[config.mk]
export PLATFORM = sky130hd
export DESIGN_NAME = seq_alu
export DESIGN_NICKNAME = d
export VERILOG_FILES = /design/src/rtl/alu_pkg.sv /design/src/rtl/seq_muldiv.sv /design/src/rtl/seq_alu.sv
export SDC_FILE = /design/constraint.sdc
export NUM_CORES = 1
export LEC_CHECK = 0
export CORE_MARGIN = 4
export CORE_UTILIZATION = 38
export CTS_BUF_LIST = sky130_fd_sc_hd__clkbuf_8 sky130_fd_sc_hd__clkbuf_16
export CTS_CLUSTER_DIAMETER = 60
export DETAILED_ROUTE_END_ITERATION = 10
export SYNTH_ARGS = -nofsm -noshare
export SYNTH_HDL_FRONTEND = slang
export SYNTH_HIERARCHICAL = 1
export SYNTH_SLANG_ARGS = --single-unit
export TNS_END_PERCENT = 20
[constraint.sdc]
create_clock -name clk -period 2.2 [get_ports clk]
set_clock_uncertainty 0.05 [all_clocks]
set_input_delay 0.22 -clock clk [delete_from_list [all_inputs] [get_ports clk]]
set_output_delay 0.22 -clock clk [all_outputs]
set_load 0.02 [all_outputs]
[src/rtl/alu_pkg.sv]
// Shared definitions for the registered ALU: operation encodings, FSM states
// and the single- versus multi-cycle classification.
package alu_pkg;

    localparam logic [3:0] OP_ADD  = 4'b0000;
    localparam logic [3:0] OP_SUB  = 4'b0001;
    localparam logic [3:0] OP_MULU = 4'b0010;
    localparam logic [3:0] OP_RSVD = 4'b0011;
    localparam logic [3:0] OP_MUL  = 4'b0100;
    localparam logic [3:0] OP_DIV  = 4'b0101;
    localparam logic [3:0] OP_DIVU = 4'b0110;
    localparam logic [3:0] OP_AND  = 4'b0111;
    localparam logic [3:0] OP_OR   = 4'b1000;
    localparam logic [3:0] OP_NOR  = 4'b1001;
    localparam logic [3:0] OP_XOR  = 4'b1010;
    localparam logic [3:0] OP_SLL  = 4'b1011;
    localparam logic [3:0] OP_SRL  = 4'b1100;
    localparam logic [3:0] OP_SRA  = 4'b1101;
    localparam logic [3:0] OP_SLT  = 4'b1110;
    localparam logic [3:0] OP_SLTU = 4'b1111;

    typedef enum logic [1:0] {
        ST_IDLE = 2'b00,
        ST_RUN  = 2'b01,
        ST_FIX  = 2'b10
    } state_t;

    function automatic logic is_multicycle(input logic [3:0] op);
        return (op == OP_MULU) || (op == OP_MUL) || (op == OP_DIV) || (op == OP_DIVU);
    endfunction

endpackage

[src/rtl/seq_muldiv.sv]
// Iterative multiply/divide engine: one shift-add or restoring-subtract step
// per cycle on operand magnitudes, with signs applied on the result path.
module seq_muldiv
    import alu_pkg::*;
#(
    parameter int WIDTH = 8
) (
    input  logic             clk,
    input  logic             rst,
    input  logic             load,
    input  logic             step,
    input  logic [3:0]       op,
    input  logic [WIDTH-1:0] a,
    input  logic [WIDTH-1:0] b,
    output logic             last,
    output logic [WIDTH-1:0] res_lo,
    output logic [WIDTH-1:0] res_hi,
    output logic             res_dbz
);
    localparam int CW = $clog2(WIDTH);

    logic [CW-1:0]      cnt;
    logic [WIDTH-1:0]   hi;
    logic [WIDTH-1:0]   lo;
    logic [WIDTH-1:0]   mag_b;
    logic [WIDTH-1:0]   a_raw;
    logic               is_div;
    logic               neg_lo;
    logic               neg_hi;
    logic               op_signed;
    logic [WIDTH:0]     mul_sum;
    logic [WIDTH:0]     div_part;
    logic [WIDTH:0]     div_diff;
    logic [2*WIDTH-1:0] prod_fix;

    assign op_signed = (op == OP_MUL) || (op == OP_DIV);
    assign mul_sum   = {1'b0, hi} + (lo[0] ? {1'b0, mag_b} : '0);
    assign div_part  = {hi, lo[WIDTH-1]};
    assign div_diff  = div_part - {1'b0, mag_b};
    assign last      = (cnt == CW'(WIDTH - 1));

    // hi holds the partial product / partial remainder; lo the multiplier / quotient
    always_ff @(posedge clk) begin
        if (rst) begin
            cnt    <= '0;
            hi     <= '0;
            lo     <= '0;
            mag_b  <= '0;
            a_raw  <= '0;
            is_div <= 1'b0;
            neg_lo <= 1'b0;
            neg_hi <= 1'b0;
        end else if (load) begin
            cnt    <= '0;
            hi     <= '0;
            lo     <= (op_signed && a[WIDTH-1]) ? -a : a;
            mag_b  <= (op_signed && b[WIDTH-1]) ? -b : b;
            a_raw  <= a;
            is_div <= (op == OP_DIV) || (op == OP_DIVU);
            neg_lo <= op_signed && (a[WIDTH-1] ^ b[WIDTH-1]);
            neg_hi <= op_signed && a[WIDTH-1];
        end else if (step) begin
            cnt <= cnt + CW'(1);
            if (is_div) begin
                if (!div_diff[WIDTH]) begin
                    hi <= div_diff[WIDTH-1:0];
                    lo <= {lo[WIDTH-2:0], 1'b1};
                end else begin
                    hi <= div_part[WIDTH-1:0];
                    lo <= {lo[WIDTH-2:0], 1'b0};
                end
            end else begin
                hi <= mul_sum[WIDTH:1];
                lo <= {mul_sum[0], lo[WIDTH-1:1]};
            end
        end
    end

    always_comb begin
        res_dbz  = is_div && (mag_b == '0);
        prod_fix = neg_lo ? -{hi, lo} : {hi, lo};
        if (is_div) begin
            res_lo = res_dbz ? '1    : (neg_lo ? -lo : lo);
            res_hi = res_dbz ? a_raw : (neg_hi ? -hi : hi);
        end else begin
            res_lo = prod_fix[WIDTH-1:0];
            res_hi = prod_fix[2*WIDTH-1:WIDTH];
        end
    end

endmodule

[src/rtl/seq_alu.sv]
// Registered ALU: single-cycle ops resolve in IDLE, multiply/divide run
// through the iterative engine. States:
//   IDLE | accepting start; single-cycle ops complete here
//   RUN  | one mul/div step per cycle, WIDTH steps
//   FIX  | signs applied, results written, done pulsed
module seq_alu
    import alu_pkg::*;
#(
    parameter  int WIDTH = 8,
    localparam int SHW   = $clog2(WIDTH)
) (
    input  logic             clk,
    input  logic             rst,
    input  logic             start,
    input  logic [3:0]       ALUop,
    input  logic [WIDTH-1:0] A,
    input  logic [WIDTH-1:0] B,
    input  logic [SHW-1:0]   SHAMT,
    output logic [WIDTH-1:0] S,
    output logic [WIDTH-1:0] HIGH,
    output logic             Zero,
    output logic             busy,
    output logic             done,
    output logic             div_by_zero
);
    state_t           state;
    state_t           state_nxt;
    logic             md_load;
    logic             md_step;
    logic             md_last;
    logic [WIDTH-1:0] md_lo;
    logic [WIDTH-1:0] md_hi;
    logic             md_dbz;
    logic             sc_fire;
    logic             fix_fire;
    logic [WIDTH-1:0] sc_res;

    seq_muldiv #(.WIDTH(WIDTH)) u_muldiv (
        .clk     (clk),
        .rst     (rst),
        .load    (md_load),
        .step    (md_step),
        .op      (ALUop),
        .a       (A),
        .b       (B),
        .last    (md_last),
        .res_lo  (md_lo),
        .res_hi  (md_hi),
        .res_dbz (md_dbz)
    );

    always_ff @(posedge clk) begin
        if (rst) state <= ST_IDLE;
        else     state <= state_nxt;
    end

    always_comb begin
        state_nxt = state;
        md_load   = 1'b0;
        md_step   = 1'b0;
        sc_fire   = 1'b0;
        fix_fire  = 1'b0;
        case (state)
            ST_IDLE: begin
                if (start && is_multicycle(ALUop)) begin
                    md_load   = 1'b1;
                    state_nxt = ST_RUN;
                end else if (start) begin
                    sc_fire = 1'b1;
                end
            end
            ST_RUN: begin
                md_step = 1'b1;
                if (md_last) state_nxt = ST_FIX;
            end
            ST_FIX: begin
                fix_fire  = 1'b1;
                state_nxt = ST_IDLE;
            end
            default: state_nxt = ST_IDLE;
        endcase
    end

    assign busy = (state != ST_IDLE);

    // Shifts operate on B, matching the EX-stage shift-by-immediate form
    always_comb begin
        sc_res = '0;
        case (ALUop)
            OP_ADD:  sc_res = A + B;
            OP_SUB:  sc_res = A - B;
            OP_AND:  sc_res = A & B;
            OP_OR:   sc_res = A | B;
            OP_NOR:  sc_res = ~(A | B);
            OP_XOR:  sc_res = A ^ B;
            OP_SLL:  sc_res = B << SHAMT;
            OP_SRL:  sc_res = B >> SHAMT;
            OP_SRA:  sc_res = $signed(B) >>> SHAMT;
            OP_SLT:  sc_res = {{(WIDTH-1){1'b0}}, ($signed(A) < $signed(B))};
            OP_SLTU: sc_res = {{(WIDTH-1){1'b0}}, (A < B)};
            default: sc_res = '0;
        endcase
    end

    always_ff @(posedge clk) begin
        if (rst) begin
            S           <= '0;
            HIGH        <= '0;
            Zero        <= 1'b1;
            done        <= 1'b0;
            div_by_zero <= 1'b0;
        end else begin
            done <= 1'b0;
            if (sc_fire) begin
                S           <= sc_res;
                HIGH        <= '0;
                Zero        <= (sc_res == '0);
                div_by_zero <= 1'b0;
                done        <= 1'b1;
            end else if (fix_fire) begin
                S           <= md_lo;
                HIGH        <= md_hi;
                Zero        <= (md_lo == '0);
                div_by_zero <= md_dbz;
                done        <= 1'b1;
            end
        end
    end

endmodule

; ---- Word level (Yosys, flattened, before mapping)
; Index checks and enable logic that the tools add are counted.
; Widths: inputs -> output; s select.
[totals]
ff_bits = 59
inputBits = 26
elab_cells = 107
[classes]
add_sub_neg = 10
order_cmp = 2
n_eq_ne = 19
shifts = 3
muxes = 33
n_bitwise = 5
reduce_logical = 21
[ops]
columns = op, n
row1 = $mux 8, 16
row2 = $pmux 8 s11, 1
row3 = $eq 4x4->1 const B, 8
row4 = $neg 8->8, 4
row5 = $logic_not 8->1, 3
row6 = $eq 4x3->1 const B, 4
row7 = $lt 8x8->1, 2
row8 = $mux 16, 1
row9 = $neg 16->16, 1
row10 = $mux 1, 12
row11 = $add 8x9->9, 1
row12 = $sub 9x8->9, 1
row13 = $add 8x8->8, 1
row14 = $and 8x8->8, 1
row15 = $not 8->8, 1
row16 = $or 8x8->8, 1
row17 = $shl 8x3->8, 1
row18 = $shr 8x3->8, 1
row19 = $sshr 8x3->8, 1
row20 = $sub 8x8->8, 1
row21 = $xor 8x8->8, 1
row22 = $reduce_bool 2->1, 3
row23 = $logic_and 1x1->1, 5
row24 = $logic_or 1x1->1, 5
row25 = 14 further kinds, 17

; ---- Longest topological paths before layout
; Gate-level depths: netlist of run 1.
[logic_depth]
ltp_word = 8
mapped_depth = 11
ltp_nobuf = 11

; ---- Hierarchy
; Netlist of run 1, hierarchy kept.
[by_module_without_submodules]
columns = mod, instances, cells_each, area_per_inst_um2
row1 = seq_muldiv, 1, 448, 3422.0
row2 = seq_alu, 1, 366, 2745.1

; ---- Worst setup path before layout of run 1
; OpenSTA, ideal clock, no wires.
[synth_timing]
kind = register -> register
from = register u_muldiv.lo[7]
to = register u_muldiv.lo[0]
setup_ns = 0.070
arrival_time_ns = 2.287
t_required_ns = 2.080
path_slack_ns = -0.206
path_stages_with_launch = 11
n_path_buf = 1
period_less_slack_ns = 2.406
cell_sequence = dfxtp_1 > inv_1 > ha_1 > fa_1 > nand2b_1 > a21oi_4 > o32a_1 > buf_6 > a31oi_1 > or3_1 > a21oi_1
[synth_between]
elab_chain_len = 5
[synth_lines]
columns = item, line
row1 = "start, declared", seq_muldiv.sv:24  ; logic [WIDTH-1:0] lo;
row2 = "start signal, assigned", seq_muldiv.sv:56  ; lo <= (op_signed && a[WIDTH-1]) ? -a : a;
row3 = "start signal, assigned", seq_muldiv.sv:67  ; lo <= {lo[WIDTH-2:0], 1'b1};
row4 = "start signal, assigned", seq_muldiv.sv:70  ; lo <= {lo[WIDTH-2:0], 1'b0};
row5 = $sub 9x8->9, seq_muldiv.sv:39  ; assign div_diff = div_part - {1'b0, mag_b};
row6 = $mux 1, seq_muldiv.sv:65  ; if (!div_diff[WIDTH]) begin
row7 = $mux 8, seq_muldiv.sv:64  ; if (is_div) begin
row8 = $mux 8, seq_muldiv.sv:62  ; end else if (step) begin
row9 = $mux 8, seq_muldiv.sv:53  ; end else if (load) begin
; No other way between the ends. The select of a mux whose other input is x is not followed.
; A chain may end at the register's enable or synchronous reset.

; ---- Worst setup path in the final report of run 1
[layout_timing]
from = input B[0]
to = register S[6]
[layout_between]
elab_chain_len = 3
word_cells_on_any_way = 7
cone_classes = add/sub (2) / shift (3) / mux (2)
[layout_lines]
columns = item, line
row1 = "start, declared", seq_alu.sv:17  ; input logic [WIDTH-1:0] B,
row2 = "$sub 8x8->8, or another cell as far along", seq_alu.sv:91  ; OP_SUB: sc_res = A - B;
row3 = $pmux 8 s11 (*), seq_alu.sv:89  ; case (ALUop)
row4 = $mux 8 (*), seq_alu.sv:114  ; if (sc_fire) begin
row5 = "end signal, assigned", seq_alu.sv:115  ; S <= sc_res;
row6 = "end signal, assigned", seq_alu.sv:121  ; S <= md_lo;
row7 = "end, declared", seq_alu.sv:19  ; output logic [WIDTH-1:0] S,
; Every way passes the cells marked *; elsewhere a longest branch is shown, timed or not.

==> results_dict.tcl, run 1 <==
set metrics [dict create \
    port_buffers 45 \
    synth_top_family_by_area "compound AO/OA/AOI/OAI gates" \
    tns_ps -91.0 \
    violations "setup timing" \
    fin_crit_sh_pct 102 \
    cts_hold_buf 0 \
    synth_edf_count 0 \
    antenna_cells 0 \
    synth_nets 891 \
    p_total_mw 4.19 \
    yosysWarnings 6 \
    final-max-slew-violation-count 0 \
    grt_remaining_overflow 0 \
    fin_util_pct 56.6 \
    boundaryPins 46 \
    criticalPathCategory "primary input to flip-flop" \
    synth_top_area_share_pct 19.2 \
    synth_compound_area_share_pct 26.3 \
    worst_slew_pin_slew_ps 780 \
    initial_core_util_pct 38.8 \
    grt_pass1_wl_um 32900 \
    worstPathRequired_ps 2400 \
    ys_seq_area_share_pct 19.2 \
    most-common-layout-cells "buf_4, nor2_1, nand2_1" \
    via_per_inst 5.47 \
    crit_chain "dlygate4sd2_1, buf_4, ha_1, fa_2, nand3_1, buf_4, a21oi_1, o31a_1, a31oi_1, a31oi_1, buf_4, a211oi_1" \
    htree_levels 3 \
    cp_common_cell "buf_4" \
    synth_xor_xnor_area_share_pct 5.68 \
    synth_async_sr_flop_share_pct 0 \
    cellLeakagePower_nw 3.91 \
    grt_pass1_vias 6582 \
    relSlewSlack_pct 47.7 \
    holdCritPathClass "primary input to flip-flop" \
    crit_buf_inv 4 \
    synth_flop_cell "dfxtp_1" \
    route.detailed.drc 0 \
    cts.sinks 59 \
    grt_usage_pct 22.2 \
    dp_hpwl_um 15900 \
    std_cell_rows 46 \
    path_delay_family "compound AO/OA/AOI/OAI gates" \
    num_vias 6832 \
    synthCells 814 \
    status "finished with violations" \
    fmax_ghz 0.447 \
    antenna_found_initial 0 \
    synth_seq_cells 59 \
    synthDistinctLibCells 78 \
    ant_nets 0 \
    drt_wl_total_um 20400 \
    fin_nets 1105 \
    critPathCaptureType "flip-flop" \
    coreArea_um2 15900 \
    post_drt_wl_per_cell_um 16.3 \
    finalInstanceArea_um2 8990 \
    cp.arrival_ps 2430 \
    ir_drop_uv 394 \
    cp_max_fo 10 \
    drive_gt1_share_pct 31.1 \
    synthTopCellsByArea "dfxtp_1, ha_1, a21oi_1" \
    critPathMaxStageDelay_ps 380 \
    fp.dieW_um 135 \
    cts_root_buf "clkbuf_16" \
    synthAdderAreaFrac_pct 10.8 \
    clockBufferDepth 2 \
    setup_viol 6 \
    maxCapViolCount 0 \
    grt_max_degree 41 \
    cts_tree "done" \
    fp.dieH_um 135 \
    cts_buffers 9 \
    first_pass_iters 5 \
    avgSynthCellArea_um2 7.58 \
    drt_iter0_markers 505 \
    rsz0062_at_grt "true" \
    synthSimpleGateAreaFrac_pct 22.7 \
    synthMuxAreaShare_pct 7.81 \
    yosysTopAreaCell "dfxtp_1" \
    place.gp.congestion 0.962 \
    clkSlewWorstSetupHoldPaths_ps 50 \
    fillers 1523 \
    final_common_cell "buf_4" \
    dieArea_um2 18300 \
    place_area_um2 8200 \
    power-per-cell-area_nw_per_um2 466 \
    min_period_ps 2240 \
    clkLatencyLatePin_ps 330 \
    fin_ws_ps -39.3 \
    slowest_stage "fa_2" \
    cp-start-kind "primary input" \
    hold_violations 0 \
    synthesis.area_um2 6170 \
    area.growth.synth_to_final_pct 45.8 \
]
Yosys cell counts (6+ instances only):
cell / instances
o211ai_1: 12
a31oi_1: 7
clkbuf_1: 36
o21ai_1: 11
nand4_1: 9
buf_2: 8
nor2_1: 79
nor2b_1: 12
and3_1: 11
nand3_1: 12
nor4_1: 6
or3_1: 13
nand2_1: 67
inv_1: 48
xor2_1: 17
a21oi_1: 63
dfxtp_1: 59
a22o_1: 7
and2_1: 6
a211oi_1: 20
o22ai_1: 7
mux4_2: 8
xnor2_1: 23
o21ai_0: 37
nor3_1: 21
nand2b_1: 18
a22oi_1: 11
mux2i_1: 29
a311oi_1: 9
ha_1: 47
o31ai_1: 9
timing repair:
item	in CTS	in global routing
gates resized for setup	43	57
pin swaps	31	31
setup buffers	5	6
cloned	0	0
setup endpoints to repair	18	23
hold endpoints to repair	0	0
cells by family after synthesis:
| kind of cell | after synthesis |
|---|---|
| and+or+nand+nor | 280 |
| AOI/OAI and AO/OA | 241 |
| buffers and inverters | 105 |
| DFF | 59 |
| adders and majority gates | 51 |
| xor gates and xnor gates | 40 |
| muxes | 38 |
state kept, by name, summed over array words and instances (netlist names):
name             cells
HIGH                 8
S                    8
u_muldiv/a_raw       8
u_muldiv/hi          8
u_muldiv/lo          8
u_muldiv/mag_b       8
u_muldiv/cnt         3
state                2
Zero                 1
div_by_zero          1
done                 1
u_muldiv/is_div      1
u_muldiv/neg_hi      1
u_muldiv/neg_lo      1
final timing paths:
check,slack (ps),to,cells past startpoint,startpoint
min,380,u_muldiv/mag_b[4],4,B[4]
max reg2reg,-20,u_muldiv/hi[1],8,u_muldiv/mag_b[5]
max,-40,S[6],12,B[0]
min reg2reg,410,HIGH[2],2,HIGH[2]
stage by stage:
step                      setup slack (ps)  std cells  hold WS [ps]
after floorplan                      -32.3        814           317
after global placement                -645       1222           392
after detailed placement              -681       1222           401
after CTS                            -93.6       1243           409
after global routing                  -150       1249           428
final                                -39.3       1249           379
worst register-to-register path, delay by kind of cell, from the launching register on:
kind,cells,cell delay (ps)
compound gates,4,930
simple gates,1,430
flops,1,350
buf+inv,2,210
fa+ha+maj,1,210
layer usage:
metal / vias to the layer above / routed length (um) / track usage (%)
met5: - / 0 / 0
met4: 0 / 569 / 8.12
met3: 40 / 906 / 3.34
met2: 177 / 9440 / 35.9
met1: 3223 / 9440 / 30.0
li1: 3392 / - / -
report_power, final:
group          switching [mW]  internal (mW)
clock                   0.529          0.998
sequential             0.0373           1.12
combinational           0.762          0.749
area by class of cell:
class	count	area [um^2]	share of cell area, %
Clock inverter	7	97.6	1.09
Inverter	50	190	2.12
Timing Repair Buffer	258	2150	23.9
Tap cell	216	270	3.01
Sequential cell	59	1190	13.2
Clock buffer	9	225	2.50
Multi-Input combinational cell	650	4860	54.1
(Power assumes the default switching activity.)
==> run 2, diff against run 1 <==
- PLACE_DENSITY_LB_ADDON: default -> 0.1
- SYNTH_HIERARCHICAL: 1 -> default
==> run 2 against run 1 <==
- the flow still finishes with violations (setup timing)
- hold slack worse by 68 ps
- global-route usage up 3.9 points
- setup slack got worse by 340 ps
- critical path type unchanged
- clock-buffer cell count rose by 2
- largest cell class unchanged
==> results_dict.tcl, run 2 <==
set metrics [dict create \
    synth_flop_cell "dfxtp_1" \
    cts_root_buf "clkbuf_16" \
    synth_top_area_share_pct 19.4 \
    cellLeakagePower_nw 3.97 \
    synthSimpleGateAreaFrac_pct 23.3 \
    boundaryPins 46 \
    synth_compound_area_share_pct 26.1 \
    setup_viol 12 \
    use_met2_pct 46.4 \
    hold_violations 0 \
    critPathCaptureType "flip-flop" \
    fp.dieW_um 135 \
    synth_top_family_by_area "compound AO/OA/AOI/OAI gates" \
    place.gp.congestion 1.00 \
    globalRoute.busiestLayer "met2" \
    grt_max_degree 44 \
    cts.sinks 59 \
    ant_nets 0 \
    cts_buffers 9 \
    dp_hpwl_um 19200 \
    synthCells 828 \
    drt_wl_total_um 24100 \
    post_drt_wl_per_cell_um 18.7 \
    fin_nets 1147 \
    hold_path_depth 4 \
    status "finished with violations" \
    synth_nets 905 \
    worstPathRequired_ps 2430 \
    final-max-slew-violation-count 0 \
    synthTopCellsByArea "dfxtp_1, ha_1, a21oi_1" \
    grt_remaining_overflow 0 \
    holdCritPathClass "primary input to flip-flop" \
    cts_hold_buf 0 \
    route.detailed.drc 0 \
    violations "setup timing" \
    htree_levels 3 \
    worstRegToRegCells 12 \
    yosysWarnings 0 \
    fin_cells 1286 \
    grt_pass1_wl_um 37400 \
    dp_slack_ps -956 \
    maxCapViolCount 0 \
    worstSetupStartpoint "SHAMT[1]" \
    synthesis.area_um2 6090 \
    synth_common_cells "nor2_1, nand2_1, a21oi_1, dfxtp_1, inv_1" \
    dp.cells 1250 \
    area.growth.synth_to_final_pct 52.5 \
    power-per-cell-area_nw_per_um2 457 \
    cts_tree "done" \
    coreArea_um2 15400 \
    synthAdderAreaFrac_pct 11.0 \
    cp.arrival_ps 2810 \
    clkLatencyLatePin_ps 330 \
    cp-start-kind "primary input" \
    min_period_ps 2580 \
    worst_slew_pin_slew_ps 722 \
    antenna_found_initial 0 \
    r2r_setup_slack_ps -340 \
    fmax_ghz 0.388 \
    hp-start "B[0]" \
    via_per_inst 5.57 \
    r2r_start "u_muldiv.lo[7]" \
    antenna_cells 0 \
    port_buffers 45 \
    fillers 1447 \
    num_vias 7163 \
    grt_usage_pct 26.1 \
    std_cell_rows 45 \
    first_pass_iters 5 \
    cp_max_fo 8 \
    yosysMostFrequentCell "nor2_1" \
    synth_seq_cells 59 \
    grt_pass1_vias 7161 \
    drt_iter0_markers 390 \
    use_met3_pct 2.91 \
    clkSlewWorstSetupHoldPaths_ps 60 \
    most-common-layout-cells "buf_4, nor2_1, nand2_1" \
    avgSynthCellArea_um2 7.35 \
    clockBufferDepth 2 \
    relSlewSlack_pct 51.9 \
    synth_xor_xnor_area_share_pct 5.78 \
    fp.dieH_um 135 \
    synth_async_sr_flop_share_pct 0 \
    fin_ws_ps -379 \
    yosysTopAreaCell "dfxtp_1" \
    synthMuxAreaShare_pct 6.64 \
    met1_usage_pct 31.1 \
    hold_slack_ps 311 \
    ys_seq_area_share_pct 19.4 \
    p_total_mw 4.24 \
    criticalPathCategory "primary input to flip-flop" \
    drive_gt1_share_pct 34.6 \
    ir_drop_uv 328 \
    dieArea_um2 18100 \
    fin_crit_sh_pct 117 \
    rsz0062_at_grt "true" \
    initial_core_util_pct 39.4 \
    synthDistinctLibCells 76 \
    synth_edf_count 0 \
    final_common_cell "buf_4" \
]
-- run 2: cell count changes after synthesis, sizes merged, moves of 6 or more --
| cell | previous run | this run |
|---|---|---|
| mux2i | 29 | 22 |
| nand3 | 12 | 21 |
| buf | 16 | 23 |
| a22oi | 11 | 4 |
| nor2 | 79 | 91 |
| nand2 | 68 | 82 |
| a22o | 7 | 1 |
| a21oi | 64 | 72 |
| o21ai | 48 | 40 |
| or3 | 14 | 6 |
| and3 | 11 | 5 |
| nand2b | 18 | 9 |
-- run 2: final cells by class --
cell class | instances | area [um^2] | area share [%]
Tap cell | 211 | 264 | 2.84
Clock inverter | 5 | 28.8 | 0.310
Timing Repair Buffer | 292 | 2420 | 26.0
Sequential cell | 59 | 1190 | 12.8
Inverter | 51 | 194 | 2.09
Multi-Input combinational cell | 657 | 4940 | 53.2
Clock buffer | 11 | 253 | 2.72
-- run 2: power breakdown --
| group | internal [mW] | switching (mW) |
|---|---|---|
| combinational | 0.896 | 0.877 |
| clock | 0.814 | 0.506 |
| sequential | 1.11 | 0.0338 |
-- run 2: critical path, stage by stage --
cell and delay (ps):
clkdlybuf4s50_1 470, buf_6 140, mux2i_2 270, mux2_4 210
nor3_2 60, a2111oi_4 310, o211ai_1 160, or4_4 520
nor4_4 280, o21a_1 150
-- run 2: stage by stage --
step / setup TNS [ps] / utilization, % / area (um^2)
2_1_floorplan: -3020 / - / 6130
3_3_place_gp: -12130 / 53.8 / 8310
3_5_place_dp: -14290 / 53.8 / 8310
4_1_cts: -3720 / 57.3 / 8840
5_1_grt: -4470 / 60.2 / 9280
6_report: -3090 / 60.2 / 9280
-- run 2: path summary, 6_finish.rpt --
path,endpoint
max,Zero
max reg2reg,u_muldiv.hi[1]
min,u_muldiv.mag_b[0]
min reg2reg,HIGH[3]
-- run 2: per-layer routing --
metal,up-vias,routed length [um]
met5,-,0
met4,0,1280
met1,3438,10100
li1,3470,-
met3,58,818
met2,197,11900
-- run 2: repair_timing --
action                                  in CTS  in global routing
endpoints found under the setup margin      21                 30
resized for setup                           52                116
pin swaps                                   17                 30
setup buffers                               10                 10
-- run 2: cell families after synthesis --
family | after synthesis
AO/OA/AOI/OAI | 238
adder cells (fa/ha/maj) | 51
multiplexers | 33
XOR/XNOR | 38
flip-flops | 59
buffers and inverters | 112
AND/OR/NAND/NOR | 297
==> run 3, diff against run 2 <==
- PLACE_DENSITY: default -> 0.68
- PLACE_DENSITY_LB_ADDON: 0.1 -> default
- SYNTH_HIERARCHICAL: default -> 1
==> run 3 against run 2 <==
- the run still ends with setup timing left
- power shrank 2.8%
- critical path depth grew 1
- register-to-register slack gained 270 ps
- clock-buffer cell count shrank 2
- sequential power is essentially flat
- via count shrank 4.9%
- hold slack gained 39 ps
- largest cell class unchanged
==> results_dict.tcl, run 3 (synthesis gave the netlist of run 1 again) <==
set metrics [dict create \
    relSlewSlack_pct 67.4 \
    std_cell_rows 46 \
    route.detailed.drc 0 \
    clockBufferDepth 2 \
    min_period_ps 2270 \
    antenna_cells 0 \
    power-per-cell-area_nw_per_um2 467 \
    maxCapViolCount 0 \
    dp_slack_ps -721 \
    worstPathRequired_ps 2400 \
    final_common_cell "buf_4" \
    cts_root_buf "clkbuf_16" \
    final-max-slew-violation-count 0 \
    most-common-layout-cells "buf_4, nor2_1, nand2_1" \
    ir_drop_uv 311 \
    drt_iter0_markers 548 \
    clkSlewWorstSetupHoldPaths_ps 60 \
    worst_slew_pin_slew_ps 477 \
    grt_pass1_vias 6452 \
    drt_wl_total_um 19900 \
    ant_nets 0 \
    fmax_ghz 0.441 \
    fp.dieW_um 135 \
    crit_buf_inv 3 \
    htree_levels 3 \
    routed-wl-met2_um 9370 \
    num_vias 6809 \
    cp.arrival_ps 2470 \
    p_total_mw 4.12 \
    grt_remaining_overflow 0 \
    fin_nets 1082 \
    cp-start-kind "primary input" \
    grt_usage_pct 21.3 \
    tns_ps -271 \
    rsz0062_at_grt "true" \
    setup_viol 9 \
    dp_hpwl_um 15000 \
    criticalPathCategory "primary input to flip-flop" \
    slowest_stage "clkdlybuf4s50_1" \
    cts_buffers 9 \
    first_pass_iters 7 \
    boundaryPins 46 \
    port_buffers 45 \
    path_delay_family "compound AO/OA/AOI/OAI gates" \
    coreArea_um2 15900 \
    via_per_inst 5.55 \
    fin_ws_ps -67.8 \
    initial_core_util_pct 38.8 \
    fin_util_pct 55.6 \
    grt_pass1_wl_um 32000 \
    cts_hold_buf 0 \
    hold_violations 0 \
    status "finished with violations" \
    cts_tree "done" \
    fin_cells 1226 \
    cp_max_fo 10 \
    antenna_found_initial 0 \
    grt_max_degree 41 \
    dp.cells 1199 \
    cellLeakagePower_nw 3.75 \
    post_drt_wl_per_cell_um 16.2 \
    holdCritPathClass "primary input to flip-flop" \
    critPathMaxStageDelay_ps 420 \
    fp.dieH_um 135 \
    violations "setup timing" \
    met3WireLength_um 887 \
    drive_gt1_share_pct 29.8 \
    crit_chain "clkdlybuf4s50_1, buf_4, ha_1, a211oi_2, buf_4, nor3_1, o21ba_2, o22ai_1, a211o_1, nand2b_1, o31ai_2" \
    cts.sinks 59 \
    clkLatencyLatePin_ps 330 \
    critPathCaptureType "flip-flop" \
    place.gp.congestion 0.974 \
    dieArea_um2 18300 \
    area.growth.synth_to_final_pct 43.1 \
    met1Wirelength_um 9070 \
    cp_common_cell "buf_4" \
    routed.top_layer "met4" \
    fin_crit_sh_pct 103 \
]
==> run 3: changes by cell type in the layout (fill, tap and decap cells not counted), sizes merged, moves of 8 or more <==
cell           previous run  this run
or3                       6        14
nand3                    21        12
nand2                    82        68
o21ai                    40        48
buf                     249       189
nor2                     91        79
dlymetal6s2s             13         5
nand2b                    9        18
clkdlybuf4s50            25        36
a21oi                    72        64
==> run 3: area by class of cell <==
class	instances	area, um^2
fill	1454	7060
timing repair buffer	234	1950
multi-input combinational	651	4910
clock buffer	9	225
inverter	50	191
sequential	59	1190
tap	216	270
clock inverter	7	85.1
==> run 3: per-layer routing <==
layer  up-vias  GRT usage (%)
met2       206           34.9
met1      3218           28.9
met3        29           2.64
met5         -              0
li1       3356              -
met4         0           7.89
==> run 3: final timing paths <==
check,startpoint,to,slack (ps),cells after the start
max reg2reg,u_muldiv/lo[7],u_muldiv/hi[0],-70,9
min reg2reg,HIGH[7],HIGH[7],400,2
max,A[2],Zero,-70,11
min,A[3],u_muldiv/a_raw[3],350,4
==> run 3: worst min-delay path, cell delays in order <==
cell and delay, ps:
dlymetal6s2s_1 110, buf_4 180, mux2i_1 80, nor2_1 80
==> run 3: stage by stage <==
step                      hold slack (ps)  cell area [um^2]
final                                 350              8830
after global routing                  373              8830
after CTS                             403              8530
after detailed placement              397              8030
after global placement                392              8030
after floorplan                       317              6190
==> run 3: report_power, final <==
group          internal (mW)  switching, mW
combinational          0.739          0.756
clock                  0.977          0.488
sequential              1.12         0.0436
==> run 3: what timing repair did <==
action / 4_1_cts / 5_1_grt
resized for setup: 37 / 64
buffers inserted: 5 / 5
setup endpoints to repair: 16 / 24
pin swaps: 30 / 23
cloned: 0 / 1
